## src/rtl/fpu16_issue_ctrl.sv

```systemverilog
// fpu16_issue_ctrl: round-robin issue/response sequencer in front of the shared FPU16 datapath
module fpu16_issue_ctrl #(
    parameter int         FPU_LATENCY = 1,
    parameter logic [3:0] OP_MASK     = 4'b0011
) (
    input  logic        clock,
    input  logic        reset,
    input  logic        req0_valid,
    output logic        req0_ready,
    input  logic [1:0]  req0_op,
    input  logic [15:0] req0_a,
    input  logic [15:0] req0_b,
    input  logic        req1_valid,
    output logic        req1_ready,
    input  logic [1:0]  req1_op,
    input  logic [15:0] req1_a,
    input  logic [15:0] req1_b,
    output logic [15:0] fpu_in1,
    output logic [15:0] fpu_in2,
    output logic [1:0]  fpu_op,
    input  logic [15:0] fpu_out,
    input  logic [3:0]  fpu_cc,
    output logic        resp_valid,
    input  logic        resp_ready,
    output logic        resp_id,
    output logic [15:0] resp_data,
    output logic [3:0]  resp_cc,
    output logic        resp_err,
    output logic        busy
);
    typedef enum logic [1:0] {IDLE, EXEC, RESP} state_t;
    state_t      state_q, state_d;
    logic        last_grant_q, last_grant_d;
    logic [3:0]  cnt_q, cnt_d;
    logic [15:0] fpu_in1_q, fpu_in1_d, fpu_in2_q, fpu_in2_d, resp_data_q, resp_data_d;
    logic [1:0]  fpu_op_q, fpu_op_d;
    logic        resp_id_q, resp_id_d, resp_err_q, resp_err_d;
    logic [3:0]  resp_cc_q, resp_cc_d;
    logic        grant0, grant1, accept;
    logic [1:0]  sel_op;
    logic [15:0] sel_a, sel_b;
    // Requester 1 wins only when alone or when requester 0 had the previous grant
    assign grant1     = req1_valid && (!req0_valid || !last_grant_q);
    assign grant0     = req0_valid && !grant1;
    assign req0_ready = !reset && state_q == IDLE && grant0;
    assign req1_ready = !reset && state_q == IDLE && grant1;
    assign accept     = req0_ready || req1_ready;
    assign sel_op     = grant1 ? req1_op : req0_op;
    assign sel_a      = grant1 ? req1_a : req0_a;
    assign sel_b      = grant1 ? req1_b : req0_b;
    assign fpu_in1    = fpu_in1_q;
    assign fpu_in2    = fpu_in2_q;
    assign fpu_op     = fpu_op_q;
    assign resp_valid = state_q == RESP;
    assign resp_id    = resp_id_q;
    assign resp_data  = resp_data_q;
    assign resp_cc    = resp_cc_q;
    assign resp_err   = resp_err_q;
    assign busy       = state_q != IDLE;
    always_comb begin
        state_d      = state_q;
        last_grant_d = last_grant_q;
        cnt_d        = cnt_q;
        fpu_in1_d    = fpu_in1_q;
        fpu_in2_d    = fpu_in2_q;
        fpu_op_d     = fpu_op_q;
        resp_id_d    = resp_id_q;
        resp_data_d  = resp_data_q;
        resp_cc_d    = resp_cc_q;
        resp_err_d   = resp_err_q;
        if (state_q == IDLE && accept) begin
            last_grant_d = grant1;
            resp_id_d    = grant1;
            cnt_d        = 4'(FPU_LATENCY - 1);
            if (OP_MASK[sel_op]) begin
                fpu_in1_d = sel_a;
                fpu_in2_d = sel_b;
                fpu_op_d  = sel_op;
                state_d   = EXEC;
            end else begin
                resp_data_d = 16'h7E00;
                resp_cc_d   = 4'd0;
                resp_err_d  = 1'b1;
                state_d     = RESP;
            end
        end else if (state_q == EXEC) begin
            if (cnt_q != 4'd0) begin
                cnt_d = cnt_q - 4'd1;
            end else begin
                resp_data_d = fpu_out;
                resp_cc_d   = fpu_cc;
                resp_err_d  = 1'b0;
                state_d     = RESP;
            end
        end else if (state_q == RESP && resp_ready) begin
            state_d = IDLE;
        end
    end
    always_ff @(posedge clock) begin
        if (reset) begin
            state_q      <= IDLE;
            last_grant_q <= 1'b1;
            cnt_q        <= 4'd0;
            fpu_in1_q    <= 16'd0;
            fpu_in2_q    <= 16'd0;
            fpu_op_q     <= 2'd0;
            resp_id_q    <= 1'b0;
            resp_data_q  <= 16'd0;
            resp_cc_q    <= 4'd0;
            resp_err_q   <= 1'b0;
        end else begin
            state_q      <= state_d;
            last_grant_q <= last_grant_d;
            cnt_q        <= cnt_d;
            fpu_in1_q    <= fpu_in1_d;
            fpu_in2_q    <= fpu_in2_d;
            fpu_op_q     <= fpu_op_d;
            resp_id_q    <= resp_id_d;
            resp_data_q  <= resp_data_d;
            resp_cc_q    <= resp_cc_d;
            resp_err_q   <= resp_err_d;
        end
    end
endmodule

```

## config.mk

```make
export PLATFORM = sky130hd
export DESIGN_NAME = fpu16_issue_ctrl
export DESIGN_NICKNAME = d
export VERILOG_FILES = /design/src/rtl/fpu16_issue_ctrl.sv
export SDC_FILE = /design/constraint.sdc
export NUM_CORES = 1
export LEC_CHECK = 0
export CAP_MARGIN = 25
export CORE_UTILIZATION = 35
export CTS_CLUSTER_DIAMETER = 200
export CTS_CLUSTER_SIZE = 24
export DETAILED_ROUTE_END_ITERATION = 6
export GPL_TIMING_DRIVEN = 0
export HOLD_SLACK_MARGIN = 0.03
export PLACE_DENSITY_LB_ADDON = 0.3
export SETUP_SLACK_MARGIN = 0.02
export SLEW_MARGIN = 40
export SYNTH_ARGS = -nofsm -noshare
export SYNTH_HDL_FRONTEND = slang
export SYNTH_SLANG_ARGS = --single-unit
```

## constraint.sdc

```tcl
create_clock -name clock -period 1.6 [get_ports clock]
set_input_delay 0.16 -clock clock [delete_from_list [all_inputs] [get_ports clock]]
set_output_delay 0.16 -clock clock [all_outputs]
set_load 0.05 [all_outputs]
```

### Word level (Yosys, flattened, before mapping)

Cells that the tools add are included.

* flip-flop bits (word level): 63
* output and inout bits: 60
* bits of input ports: 93

* $add $sub $neg: 1
* muxes and demuxes: 22
* reductions and logical operators: 23
* equal/unequal tests: 5
* magnitude comparators: 1

Operator list (number)
* $mux W16: 6
* $mux W4: 4
* $mux W2: 6
* $logic_and A1 B1 Y1: 7
* $reduce_and A2 Y1: 3
* $mux W1: 5
* $logic_not A1 Y1: 4
* $ne A2 B2 Y1 const B: 2
* $reduce_bool A2 Y1: 2
* $reduce_bool A4 Y1: 1
* $sub A4 B1 Y4 const B: 1
* $lt A2 B3 Y1 const B: 1
* $ne A3 B3 Y1 const B: 1
* $reduce_and A3 Y1: 1
* $reduce_bool A3 Y1: 1
* $bmux W1 S2: 1
* $eq A2 B1 Y1 const B: 1
* $eq A2 B2 Y1 const B: 1
* $logic_not A2 Y1: 1
* $logic_or A1 B1 Y1: 2
* $reduce_or A2 Y1: 1

### Depth between registers and ports, before layout

* depth after elaboration: 10
* mapped depth: 7
* gate-level depth less buffers: 6

### Worst setup path after synthesis

No wires, ideal clock.

* path kind: flip-flop to output port
* start: register last_grant_q
* end: output port req1_ready
* stages on the path, launching flop included: 5
* slack: -647 ps
* arrival time: 2087 ps
* buffers on the path: 2
* cell sequence: dfxtp_1 > a21boi_2 > buf_4 > buf_2 > nor3b_1

* longest elaborated chain between the ends: 4

RTL lines
* start, declared: line 33 `logic last_grant_q, last_grant_d;`
* start signal, assigned: line 113 `last_grant_q <= last_grant_d;`
* $logic_not A1 Y1: line 43 `assign grant1 = req1_valid && (!req0_valid || !last_grant_q);`
* $logic_or A1 B1 Y1: line 43
* $logic_and A1 B1 Y1: line 43
* $logic_and A1 B1 Y1: line 46 `assign req1_ready = !reset && state_q == IDLE && grant1;`
* end, declared: line 14 `output logic req1_ready,`

Every way passes these cells.

### Worst setup path in the final report

* start: register state_q[1]
* end: register fpu_in1_q[5], in the netlist fpu_in1[5]

* longest elaborated chain between the ends: 6
* elaborated cells between the ends (all ways): 7

RTL lines
* start, declared: line 32 `state_t state_q, state_d;`
* start signal, assigned: line 112 `state_q <= state_d;`
* $logic_not A2 Y1 (*): line 45, 46, 71
* $logic_and A1 B1 Y1: line 45, 46
* $logic_and A1 B1 Y1 (on tied branches): line 45, 46
* $logic_or A1 B1 Y1: line 47 `assign accept = req0_ready || req1_ready;`
* $logic_and A1 B1 Y1 (*): line 71 `if (state_q == IDLE && accept) begin`
* $reduce_and A2 Y1 (no source line) (*)
* end signal, assigned: line 115 `fpu_in1_q <= fpu_in1_d;`
* end, declared: line 35 `logic [15:0] fpu_in1_q, fpu_in1_d, fpu_in2_q, fpu_in2_d, resp_data_q, resp_data_d;`

Every way passes the cells marked *; elsewhere a longest branch is shown, timed or not.
A chain may end at the register's enable or synchronous reset.

==> impl_metrics.json <==
{
  "cp_top_family": "simple AND/OR/NAND/NOR gates",
  "cts_tree": "done",
  "root_buffer": "clkbuf_8",
  "synthArstFlopShare_pct": 0,
  "ios": 153,
  "synth.distinct_cells": 34,
  "cts_inserted_buffers": 9,
  "synthAdderAreaFrac_pct": 0.437,
  "syn2layout_area_growth_pct": 78.0,
  "drc": 0,
  "status": "complete, but fails checks",
  "netlist_area_mm2": 0.00286,
  "numPortBuffers": 151,
  "critPathLaunch": "state_q[1]",
  "min_from": "req1_valid",
  "maxCapViolCount": 0,
  "critPathRequiredTime_ns": 1.79,
  "min_period_over_period_pct": 107,
  "firstDrtPassIters": 4,
  "placed_cells": 552,
  "path_class": "flip-flop to flip-flop",
  "layout.nets": 571,
  "crit_buf_inv": 3,
  "r2r_start": "state_q[1]",
  "leakage_nw": 2.12,
  "yosys_warnings": 0,
  "die_h_um": 92.4,
  "die_width_um": 92.4,
  "drt_iter0_drc": 122,
  "synthCells": 299,
  "drive_gt1_share_pct": 21.4,
  "finalHoldViolCount": 0,
  "period_needed_ns": 1.71,
  "synth_edf_count": 0,
  "cts_buffer_depth": 2,
  "finalNonFillerCells": 584,
  "synthTopCellsByCount": "dfxtp_1 (63), a21oi_1 (49), a211oi_1 (40)",
  "antenna_found_initial": 0,
  "slew_headroom_pct": 51.5,
  "placementRows": 32,
  "synth_compound_area_share_pct": 27.3,
  "cp_data_arrival_time_ns": 1.91,
  "grt_pass1_wl_um": 13900,
  "worstSkewPairLatency_ns": 0.34,
  "tightest_slew_ns": 0.728,
  "hold_path.class": "input pin to flip-flop",
  "synth.most_common_cell": "dfxtp_1",
  "wl_per_cell_um": 15.5,
  "violations": "negative setup slack",
  "synth.avg_cell_area_um2": 9.57,
  "ir_drop_mv": 0.531,
  "grt_setup_unrepaired": "yes",
  "yosys.area.top_type": "dfxtp_1",
  "cts_sinks": 63,
  "grt-ovfl-total": 0,
  "pwr_density_cell_mw_per_mm2": 933,
  "fin_util_pct": 65.2,
  "ant_nets": 0,
  "fp.dieArea_mm2": 0.00854,
  "crit_chain": "or3_4, or2_1, buf_6, nor2_8, buf_12, buf_8, a211oi_2",
  "grt_pass1_vias": 2876,
  "finalPower_mw": 4.75,
  "synth_top_family_by_area": "compound AO/OA/AOI/OAI gates",
  "yosys.area.top_type_share_pct": 44.1,
  "synth_area_leaders": "dfxtp_1 (44%), mux2i_1 (12%), a211oi_1 (10%), a21oi_1 (8.6%), o211ai_2 (4.4%)",
  "clock.fmax_mhz": 584,
  "synth_xor_area_share_pct": 0.612,
  "gp_congestion": 0.823,
  "crit_slowest_cell": "or3_4",
  "diodes": 0,
  "ys_ff_latch": 63,
  "dp_hpwl_um": 6500,
  "ys_seq_area_share_pct": 44.1,
  "critPathMaxStageDelay_ns": 0.40,
  "synth_fp_nets": 393,
  "ctsHtreeMaxLevel": 3,
  "coreArea_mm2": 0.00781,
  "clk_pin_slew_worst_paths_ns": 0.07,
  "setup_ws_ns": -0.114,
  "report.final.slew_viol_count": 0,
  "synth_flop_cell": "dfxtp_1",
  "start_kind": "flip-flop",
  "fin_skew_ns": 0.00724,
  "routed_wl_um": 9050,
  "gr-usage-all-layers_pct": 20.9,
  "yosys.area_share.simple_pct": 9.19,
  "end_kind": "flip-flop",
  "crit_fanout": 5,
  "dr_total_vias": 2985,
  "synth_mux_area_share_pct": 12.3,
  "via_per_inst": 5.11,
  "initial_utilization_pct": 36.6,
  "n_fill_cell": 667,
  "rrSetupSlack_ns": -0.11,
  "grt_max_degree": 16,
  "finalSetupViolCount": 48
}
-- where the power goes --
group	total, mW	internal (mW)	switching, mW
sequential	1.74	1.68	0.0615
clock	1.54	0.920	0.616
combinational	1.47	0.619	0.853
-- sequential cells by signal (all words and copies together), names as in the netlist --
signal and cells:
state_q 2, cnt_q 4, fpu_op 2, resp_data 16, resp_cc 4, resp_id 1, last_grant_q 1, fpu_in2 16
fpu_in1 16, resp_err 1
-- repair_timing --
action                                  CTS  global route
pin swaps                                 2            10
hold buffers                              0             0
gates cloned                              1             2
resized for setup                       111            48
endpoints found under the hold margin     0             0
endpoints found under the setup margin  115            58
setup buffers                             7             7
-- logic make-up (layout without fill, tap and decap cells) --
family | after synthesis | after routing
xor+xnor | 2 | 2
simple gates | 52 | 52
compound gates | 113 | 113
flops | 63 | 63
fa+ha+maj | 1 | 1
mux | 35 | 35
buf+inv | 33 | 216
-- worst paths after layout --
kind	end	cells after the start
worst max-delay path	fpu_in1[5]	7
worst min-delay path	last_grant_q	3
worst max register to register	fpu_in1[5]	7
worst min register to register	resp_data[8]	2
-- worst min-delay path, stage by stage --
cell            delay, ns
dlymetal6s2s_1       0.13
nor2b_1              0.15
a221o_1              0.14
-- cell usage in the layout (no fill, tap or decap), types with 3 or more instances in the layout --
master,count
dfxtp_1,59
a21oi_1,49
clkbuf_1,7
dlygate4sd2_1,56
buf_8,4
nor2_1,19
a211oi_1,22
clkdlybuf4s50_1,89
buf_4,13
mux2i_1,33
o211ai_2,10
o211ai_1,4
inv_1,5
buf_6,13
buf_2,3
clkbuf_8,10
nand2_1,18
nor2b_1,3
buf_12,4
a211oi_2,18
-- final cells by class --
type | count | area [um^2] | area share (%)
clock buffers | 11 | 141 | 2.78
plain buffers | 27 | 244 | 4.79
inverters | 5 | 18.8 | 0.369
flip-flops and latches | 63 | 1270 | 25.0
well taps | 102 | 128 | 2.51
clock inverters | 5 | 81.3 | 1.60
repair buffers | 168 | 1620 | 31.8
multi-input cells | 203 | 1590 | 31.1
-- metrics by stage --
stage | setup TNS (ns) | hold WS, ns | instance area [um^2] | setup slack (ns)
6_report | -3.68 | 0.274 | 5090 | -0.114
5_1_grt | -6.18 | 0.270 | 5090 | -0.163
4_1_cts | -2.77 | 0.302 | 4840 | -0.0889
3_5_place_dp | -29.00 | 0.449 | 4530 | -1.07
3_3_place_gp | -28.18 | 0.444 | 4530 | -1.06
2_1_floorplan | -0.0181 | 0.300 | 2890 | -0.0181
-- routing by layer --
| layer | GRT usage [%] | vias up | wire [um] |
|---|---|---|---|
| li1 | - | 1451 | - |
| met1 | 25.2 | 1405 | 3860 |
| met2 | 34.3 | 121 | 4460 |
| met3 | 7.06 | 8 | 651 |
| met4 | 8.07 | 0 | 85 |
| met5 | 0 | - | 0 |
Power figures use the tool's default switching activity.
